<file path="config.mk">
export PLATFORM = sky130hd
export DESIGN_NAME = dm_cache_ctrl
export DESIGN_NICKNAME = d
export VERILOG_FILES = /design/src/rtl/dm_cache_ctrl.sv
export SDC_FILE = /design/constraint.sdc
export NUM_CORES = 1
export LEC_CHECK = 0
export ABC_AREA = 1
export ABC_CLOCK_PERIOD_IN_PS = 3850
export CAP_MARGIN = 30
export CORE_MARGIN = 5
export CORE_UTILIZATION = 50
export CTS_BUF_LIST = sky130_fd_sc_hd__clkbuf_16
export DETAILED_ROUTE_END_ITERATION = 6
export PLACE_DENSITY = 0.74
export RECOVER_POWER = 25
export SLEW_MARGIN = 0
export SYNTH_ARGS = -nofsm -noshare
export SYNTH_HDL_FRONTEND = slang
export SYNTH_SLANG_ARGS = --single-unit
</file>
<file path="constraint.sdc">
create_clock -name clk -period 3.85 [get_ports clk]
set_input_delay 0.385 -clock clk [delete_from_list [all_inputs] [get_ports clk]]
set_output_delay 0.385 -clock clk [all_outputs]
set_load 0.005 [all_outputs]
</file>
<file path="src/rtl/dm_cache_ctrl.sv">
// Direct-mapped, write-through, no-write-allocate cache controller placed between
// the CPU memory port and main memory; both sides use the level-request / one-cycle-ack protocol.
module dm_cache_ctrl #(
  parameter int WORDWIDTH    = 8,
  parameter int ADDRWIDTH    = 8,
  parameter int INDEXWIDTH   = 2,
  parameter int CNTWIDTH     = 8,
  parameter int IOSTATEWIDTH = 2,
  parameter logic [IOSTATEWIDTH-1:0] IDEL = IOSTATEWIDTH'(0),
  parameter logic [IOSTATEWIDTH-1:0] RD   = IOSTATEWIDTH'(1),
  parameter logic [IOSTATEWIDTH-1:0] WT   = IOSTATEWIDTH'(2)
) (
  input  logic                    clk,
  input  logic                    reset,
  input  logic [IOSTATEWIDTH-1:0] rwFromCpu,
  input  logic [ADDRWIDTH-1:0]    addrFromCpu,
  input  logic [WORDWIDTH-1:0]    dataFromCpu,
  output logic                    rdEn,
  output logic                    wtEn,
  output logic [WORDWIDTH-1:0]    dataToCpu,
  output logic [IOSTATEWIDTH-1:0] rwToMem,
  output logic [ADDRWIDTH-1:0]    addrToMem,
  output logic [WORDWIDTH-1:0]    dataToMem,
  input  logic                    rdEnFromMem,
  input  logic                    wtEnFromMem,
  input  logic [WORDWIDTH-1:0]    dataFromMem,
  output logic [CNTWIDTH-1:0]     hitCount,
  output logic [CNTWIDTH-1:0]     missCount,
  output logic [2:0]              ctrlState
);

  localparam int LINES    = 1 << INDEXWIDTH;
  localparam int TAGWIDTH = ADDRWIDTH - INDEXWIDTH;
  localparam logic [CNTWIDTH-1:0] CNT_MAX = {CNTWIDTH{1'b1}};

  typedef enum logic [2:0] {
    S_IDLE  = 3'd0,
    S_FILL  = 3'd1,
    S_WRITE = 3'd2,
    S_ACK   = 3'd3
  } state_t;

  state_t state_reg;

  logic [LINES-1:0]     line_valid;
  logic [TAGWIDTH-1:0]  line_tag  [LINES];
  logic [WORDWIDTH-1:0] line_data [LINES];

  logic [INDEXWIDTH-1:0] cpu_idx;
  logic [TAGWIDTH-1:0]   cpu_tag;
  logic [INDEXWIDTH-1:0] mem_idx;
  logic [TAGWIDTH-1:0]   mem_tag;
  logic                  cpu_hit;
  logic                  mem_hit;
  logic                  fill_we;
  logic                  upd_we;

  assign cpu_idx = addrFromCpu[INDEXWIDTH-1:0];
  assign cpu_tag = addrFromCpu[ADDRWIDTH-1:INDEXWIDTH];
  // Once a miss or write is issued, the latched memory address names the line.
  assign mem_idx = addrToMem[INDEXWIDTH-1:0];
  assign mem_tag = addrToMem[ADDRWIDTH-1:INDEXWIDTH];

  assign cpu_hit = line_valid[cpu_idx] && (line_tag[cpu_idx] == cpu_tag);
  assign mem_hit = line_valid[mem_idx] && (line_tag[mem_idx] == mem_tag);

  assign fill_we = (state_reg == S_FILL)  && rdEnFromMem;
  assign upd_we  = (state_reg == S_WRITE) && wtEnFromMem && mem_hit;

  genvar gi;
  generate
    for (gi = 0; gi < LINES; gi++) begin : g_line
      logic                 valid_reg;
      logic [TAGWIDTH-1:0]  tag_reg;
      logic [WORDWIDTH-1:0] data_reg;
      logic                 sel;

      assign sel = (mem_idx == INDEXWIDTH'(gi));

      always_ff @(posedge clk or negedge reset) begin
        if (!reset) begin
          valid_reg <= 1'b0;
        end else if (fill_we && sel) begin
          valid_reg <= 1'b1;
        end
      end

      // Tag/data need no reset: they are never consulted while the valid bit is clear.
      always_ff @(posedge clk) begin
        if (fill_we && sel) begin
          tag_reg  <= mem_tag;
          data_reg <= dataFromMem;
        end else if (upd_we && sel) begin
          data_reg <= dataToMem;
        end
      end

      assign line_valid[gi] = valid_reg;
      assign line_tag[gi]   = tag_reg;
      assign line_data[gi]  = data_reg;
    end
  endgenerate

  always_ff @(posedge clk or negedge reset) begin
    if (!reset) begin
      state_reg <= S_IDLE;
      rdEn      <= 1'b0;
      wtEn      <= 1'b0;
      dataToCpu <= '0;
      rwToMem   <= IDEL;
      addrToMem <= '0;
      dataToMem <= '0;
      hitCount  <= '0;
      missCount <= '0;
    end else begin
      case (state_reg)
        S_IDLE: begin
          if (rwFromCpu == RD) begin
            if (cpu_hit) begin
              dataToCpu <= line_data[cpu_idx];
              rdEn      <= 1'b1;
              if (hitCount != CNT_MAX) hitCount <= hitCount + CNTWIDTH'(1);
              state_reg <= S_ACK;
            end else begin
              rwToMem   <= RD;
              addrToMem <= addrFromCpu;
              if (missCount != CNT_MAX) missCount <= missCount + CNTWIDTH'(1);
              state_reg <= S_FILL;
            end
          end else if (rwFromCpu == WT) begin
            rwToMem   <= WT;
            addrToMem <= addrFromCpu;
            dataToMem <= dataFromCpu;
            state_reg <= S_WRITE;
          end
        end
        S_FILL: begin
          if (rdEnFromMem) begin
            dataToCpu <= dataFromMem;
            rdEn      <= 1'b1;
            rwToMem   <= IDEL;
            state_reg <= S_ACK;
          end
        end
        S_WRITE: begin
          if (wtEnFromMem) begin
            wtEn      <= 1'b1;
            rwToMem   <= IDEL;
            state_reg <= S_ACK;
          end
        end
        S_ACK: begin
          rdEn <= 1'b0;
          wtEn <= 1'b0;
          // A request still held after its ack is stale; wait for the CPU to drop it.
          if (rwFromCpu == IDEL) state_reg <= S_IDLE;
        end
        default: begin
          state_reg <= S_IDLE;
        end
      endcase
    end
  end

  assign ctrlState = state_reg;

endmodule

</file>
; ---- After elaboration in Yosys (flattened, before gate mapping)
; Cells that the tools add are included.
[word_totals]
word_cells = 132
rom_bits = 0
n_memories = 0
ff_bits = 107
out_inout_bits = 47
latch_bits = 0
input_bits = 30
ram_bits = 0
[op_classes]
div_mod_pow = 0
magnitude_cmp = 4
bitwise_logic = 4
reduce_logical = 34
eq_ne = 20
shifts = 0
mux = 47
n_mul = 0
add_sub_neg = 2
[op_table]
columns = op, n
row1 = 8-bit 2-to-1 mux, 16
row2 = 6-bit binary-select mux with 2-bit select, 2
row3 = 6-bit 2-to-1 mux, 4
row4 = 4-bit AND reduction, 5
row5 = 8-bit by 1-bit adder with 8-bit output (second input constant), 2
row6 = 8-bit binary-select mux with 2-bit select, 1
row7 = 8-bit inequality test (second input constant), 2
row8 = 8-bit one-hot mux with 2 select lines, 1
row9 = 3-bit 2-to-1 mux, 5
row10 = 2-bit nonzero test, 7
row11 = 1-bit logical AND, 13
row12 = 6-bit equality test, 2
row13 = 2-bit 2-to-1 mux, 6
row14 = 2-bit inequality test (second input constant), 6
row15 = 3-bit one-hot mux with 4 select lines, 1
row16 = 2-bit equality test (second input constant), 3
row17 = 3-bit by 2-bit equality test with 1-bit output (second input constant), 2
row18 = 3-bit >= comparator (second input constant), 2
row19 = 2-bit by 3-bit less-than comparator with 1-bit output (second input constant), 2
row20 = 1-bit 2-to-1 mux, 6
row21 = 3-bit inequality test (second input constant), 2
row22 = 2-bit inverter with 3-bit output, 2
row23 = 2-bit one-hot mux with 3 select lines, 1
row24 = 3-bit AND reduction, 2
row25 = 11 further kinds, 16

; ---- Longest topological paths before layout
[logic_depth]
ltp_word = 10
mapped_depth = 15
depth_no_buf = 13

; ---- Least setup slack after synthesis
; OpenSTA, ideal clock, no wires.
[synth_path]
path_type = register -> register
from = reg addrToMem[1]
to = reg g_line[2].data_reg[0] (enable)
path_buffers = 0
required_ns = 3.480
path_slack_ns = 1.789
t_arrival_ns = 1.690
setup_time_ns = 0.370
stages_incl_launch_ff = 11
period_less_slack_ns = 2.061
path_cell_list = dfrtp_1 nor2_1 nand2_1 o21a_1 nand4_1 nand2_1 nor2_1 nand2_1 nor2_1 nor2_1 nor2_1
[synth_via]
elab_chain_len = 9
word_cells_on_any_way = 13
classes_between = eq/ne: 2 / mux: 5 / bitwise: 1 / reduce/logical: 5
[synth_rtl]
columns = item, line
row1 = from (decl), 22  ; output logic [ADDRWIDTH-1:0] addrToMem,
row2 = from (signal assigned), 126  ; addrToMem <= addrFromCpu;
row3 = from (signal assigned), 132  ; addrToMem <= addrFromCpu;
row4 = 2-bit inverter with 3-bit output (implied by the code), 65  ; assign mem_hit = line_valid[mem_idx] && (line_tag[mem_idx] == mem_tag);
row5 = 6-bit binary-select mux with 2-bit select, 65
row6 = 6-bit 2-to-1 mux (implied by the code) (2 in series), 65
row7 = 6-bit equality test, 65
row8 = 1-bit logical AND, 65
row9 = 1-bit logical AND, 68  ; assign upd_we = (state_reg == S_WRITE) && wtEnFromMem && mem_hit;
row10 = 1-bit logical AND, 93  ; end else if (upd_we && sel) begin
row11 = 2-bit nonzero test (no line) (*), --
row12 = to (signal assigned), 92  ; data_reg <= dataFromMem;
row13 = to (signal assigned), 94  ; data_reg <= dataToMem;
row14 = to (decl), 75  ; logic [WORDWIDTH-1:0] data_reg;
; Mark *: on every way between the ends. The rest lies on a longest branch, timed or not. The select of a mux whose other input is x is not followed.
; A chain may end at the register's enable or synchronous reset.

; ---- Worst setup path in the final report
[layout_path]
from = reg addrToMem[1]
to = reg g_line[2].data_reg[6] (enable)
; The elaborated chain is that of the path after synthesis.

==> flow_summary.ini <==
[run_status]
outcome = finished clean

[power_and_ir_drop]
worst_ir_drop_vdd_mv = 0.313
p_per_area_nw_per_um2 = 624
p_leak_nw = 2.82

[setup_path]
crit_fanout = 8
worst-path-stages = 10
rr_endpoint = g_line[2].data_reg[6]
crit_family = simple AND/OR/NAND/NOR gates
rr_worst_depth = 10
cp_data_arrival_time_ns = 2.82
critical_path_required_ns = 3.81
path_cells = inv_1, nor2_1, nand2_1, nand4_1, nand2_1, nor2_1, nand2_1, nor2_1, nor2_1, nor2_1
max_stage_delay_ns = 0.67
cp-startpoint = addrToMem[1]
critical_path_class = reg -> reg
cpMostUsedCell = nor2_1
r2r-start = addrToMem[1]
crit_end = g_line[2].data_reg[6]
end_kind = flip-flop
crit_path_start_kind = flip-flop
cp_slowest_cell = nor2_1
crit_buf_inv = 1
r2r_slack_ns = 0.99

[clock_tree]
clock_latency_ns = 0.34
post_cts_buffers = 0
clkSinkCount = 106
ctsHoldBuffers = 0
cts_tree = yes
cts_root_buf = clkbuf_16
clk_pin_slew_worst_paths_ns = 0.07
cts_resized = 0
htreeDepth = 3
clockBufferDepth = 2
cts_buffers = 9

[logic_synthesis]
synth-seq-cells = 106
synth_edf_count = 56
yosysWarnings = 0
yosysUniqueCellTypes = 38
postSynthAreaPerCell_sq_um = 8.98
synth_top_area_frac = 0.307
synth_area_sq_um = 5490
yosys.area.top_type = edfxtp_1
yosys.cell_count.top_type = nand2_1
ys_async_sr_fraction = 0.472
synthFlopType = edfxtp_1
ys_seq_area_frac = 0.535
yosys-top-cells-area = edfxtp_1 (31%), dfrtp_1 (23%), nand2_1 (14%), o21ai_0 (4.7%), inv_1 (3.9%)
syn-num-nets = 650
synthCells = 611
synth.top_cells.by_count = nand2_1 (198), inv_1 (57), edfxtp_1 (56)

[sta]
finalSetupViolCount = 0
maxSlewViolCount = 0
slew_headroom = 0.417
period_needed_ns = 2.86
rsz0062_at_grt = false
setup_tns_ns = 0
hold_viol_final = 0
fin_skew_ns = 0.0102
max_freq_mhz = 350
worst-slew-pin-transition_ns = 0.871
holdWs_ns = 0.162
finalCritPeriodShare = 0.743

[grt]
grt_max_degree = 51
gr-usage-all-layers = 0.220
overflow = 0
grt_pass1_wl_mm = 22.9
antenna_found_initial = 0
grt_pass1_vias = 4726

[floorplanning]
rows = 38
core_sq_um = 10800
top_level_ports = 77
die_h_um = 115
dieWidth_um = 115
dieArea_sq_um = 13200
floorplan.initialDensity = 0.508

[detailed_routing]
drtAntennaViolNets = 0
vias = 4482
routedWlPerCell_um = 16.3
drc_errors = 0
dr.pass1.iters = 5
drt_iter0_markers = 342
drt-total-wl_mm = 13.5
vias_per_cell = 5.41

[place]
placed_cells = 813
dp_hpwl_mm = 9.69
globalplace.congestion = 0.835
port_buffers = 75

[finish]
seq_area_sq_um = 2930
nFillCells = 904
largest_register_ffs = 32
diodes = 0
fin_nets = 723
multi_input_area_sq_um = 2200
finalNonFillerCells = 829
areaGrowthSynthToFinish_pct = 20.6
drive_above_1_share = 0.0726

[flow_run]
maxCapViolations = 0

[min_path]
hold_class = in -> async
## per-stage QoR
stage / setup WS, ns / util / instance area [sq um] / power, mW
global placement: 1.07 / 0.587 / 6330 / 3.20
CTS: 1.02 / 0.613 / 6620 / 4.15
global route: 0.853 / 0.613 / 6620 / 4.43
finish: 0.989 / 0.613 / 6620 / 4.13
detailed placement: 0.974 / 0.587 / 6330 / 3.27
floorplan: 1.79 / - / 5490 / 2.59
## cell usage in the layout, fill, tap and decap left out, types with 4 or more instances in the layout
cell type	Yosys	routed
nand2_1	198	198
inv_1	57	60
buf_4	3	7
dfrtp_1	50	50
edfxtp_1	56	56
nand3_1	34	34
o21ai_1	7	7
clkbuf_16	0	10
o21ai_0	52	52
nor2_1	28	28
a22oi_1	5	5
nand4_1	13	13
xor2_1	4	4
xnor2_1	10	10
clkdlybuf4s50_1	0	74
a21oi_1	20	20
a32o_1	8	8
o21ai_2	9	9
ha_1	9	9
## per-layer routing
layer / track usage / share of wire
met3: 0.0484 / 0.072
met4: 0.0704 / 0.014
met2: 0.372 / 0.49
met5: 0 / 0
met1: 0.283 / 0.42
## where the power goes
part | leakage [nW] | total, mW | switching (mW) | internal [mW]
Clock | 0.149 | 0.871 | 0.399 | 0.473
Combinational | 1.54 | 1.53 | 0.846 | 0.680
Sequential | 1.13 | 1.73 | 0.210 | 1.52
## cell type report
type	instances	share of cell area
multi-input cells	425	0.332
flip-flops and latches	106	0.443
inverters	60	0.0344
clock buffers	10	0.0378
well taps	140	0.0265
repair buffers	82	0.121
clock inverters	6	0.00492
## how the worst min path moves through the flow
stage	startpoint	endpoint	slack, ns
after detailed placement	dataToCpu[0]	dataToCpu[0]	0.46
after floorplan	reset	addrToMem[0]	0.09
final	reset	hitCount[2]	0.16
after global routing	reset	hitCount[2]	0.25
after global placement	dataToCpu[0]	dataToCpu[0]	0.46
after CTS	reset	hitCount[2]	0.19
## logic make-up after synthesis
logic type,share of synthesized area
other cells,0.000684
simple gates,0.235
mux,0.00616
xor+xnor,0.0224
compound gates,0.117
buf+inv,0.0643
flops,0.535
fa+ha+maj,0.0205
(Power assumes the default switching activity.)
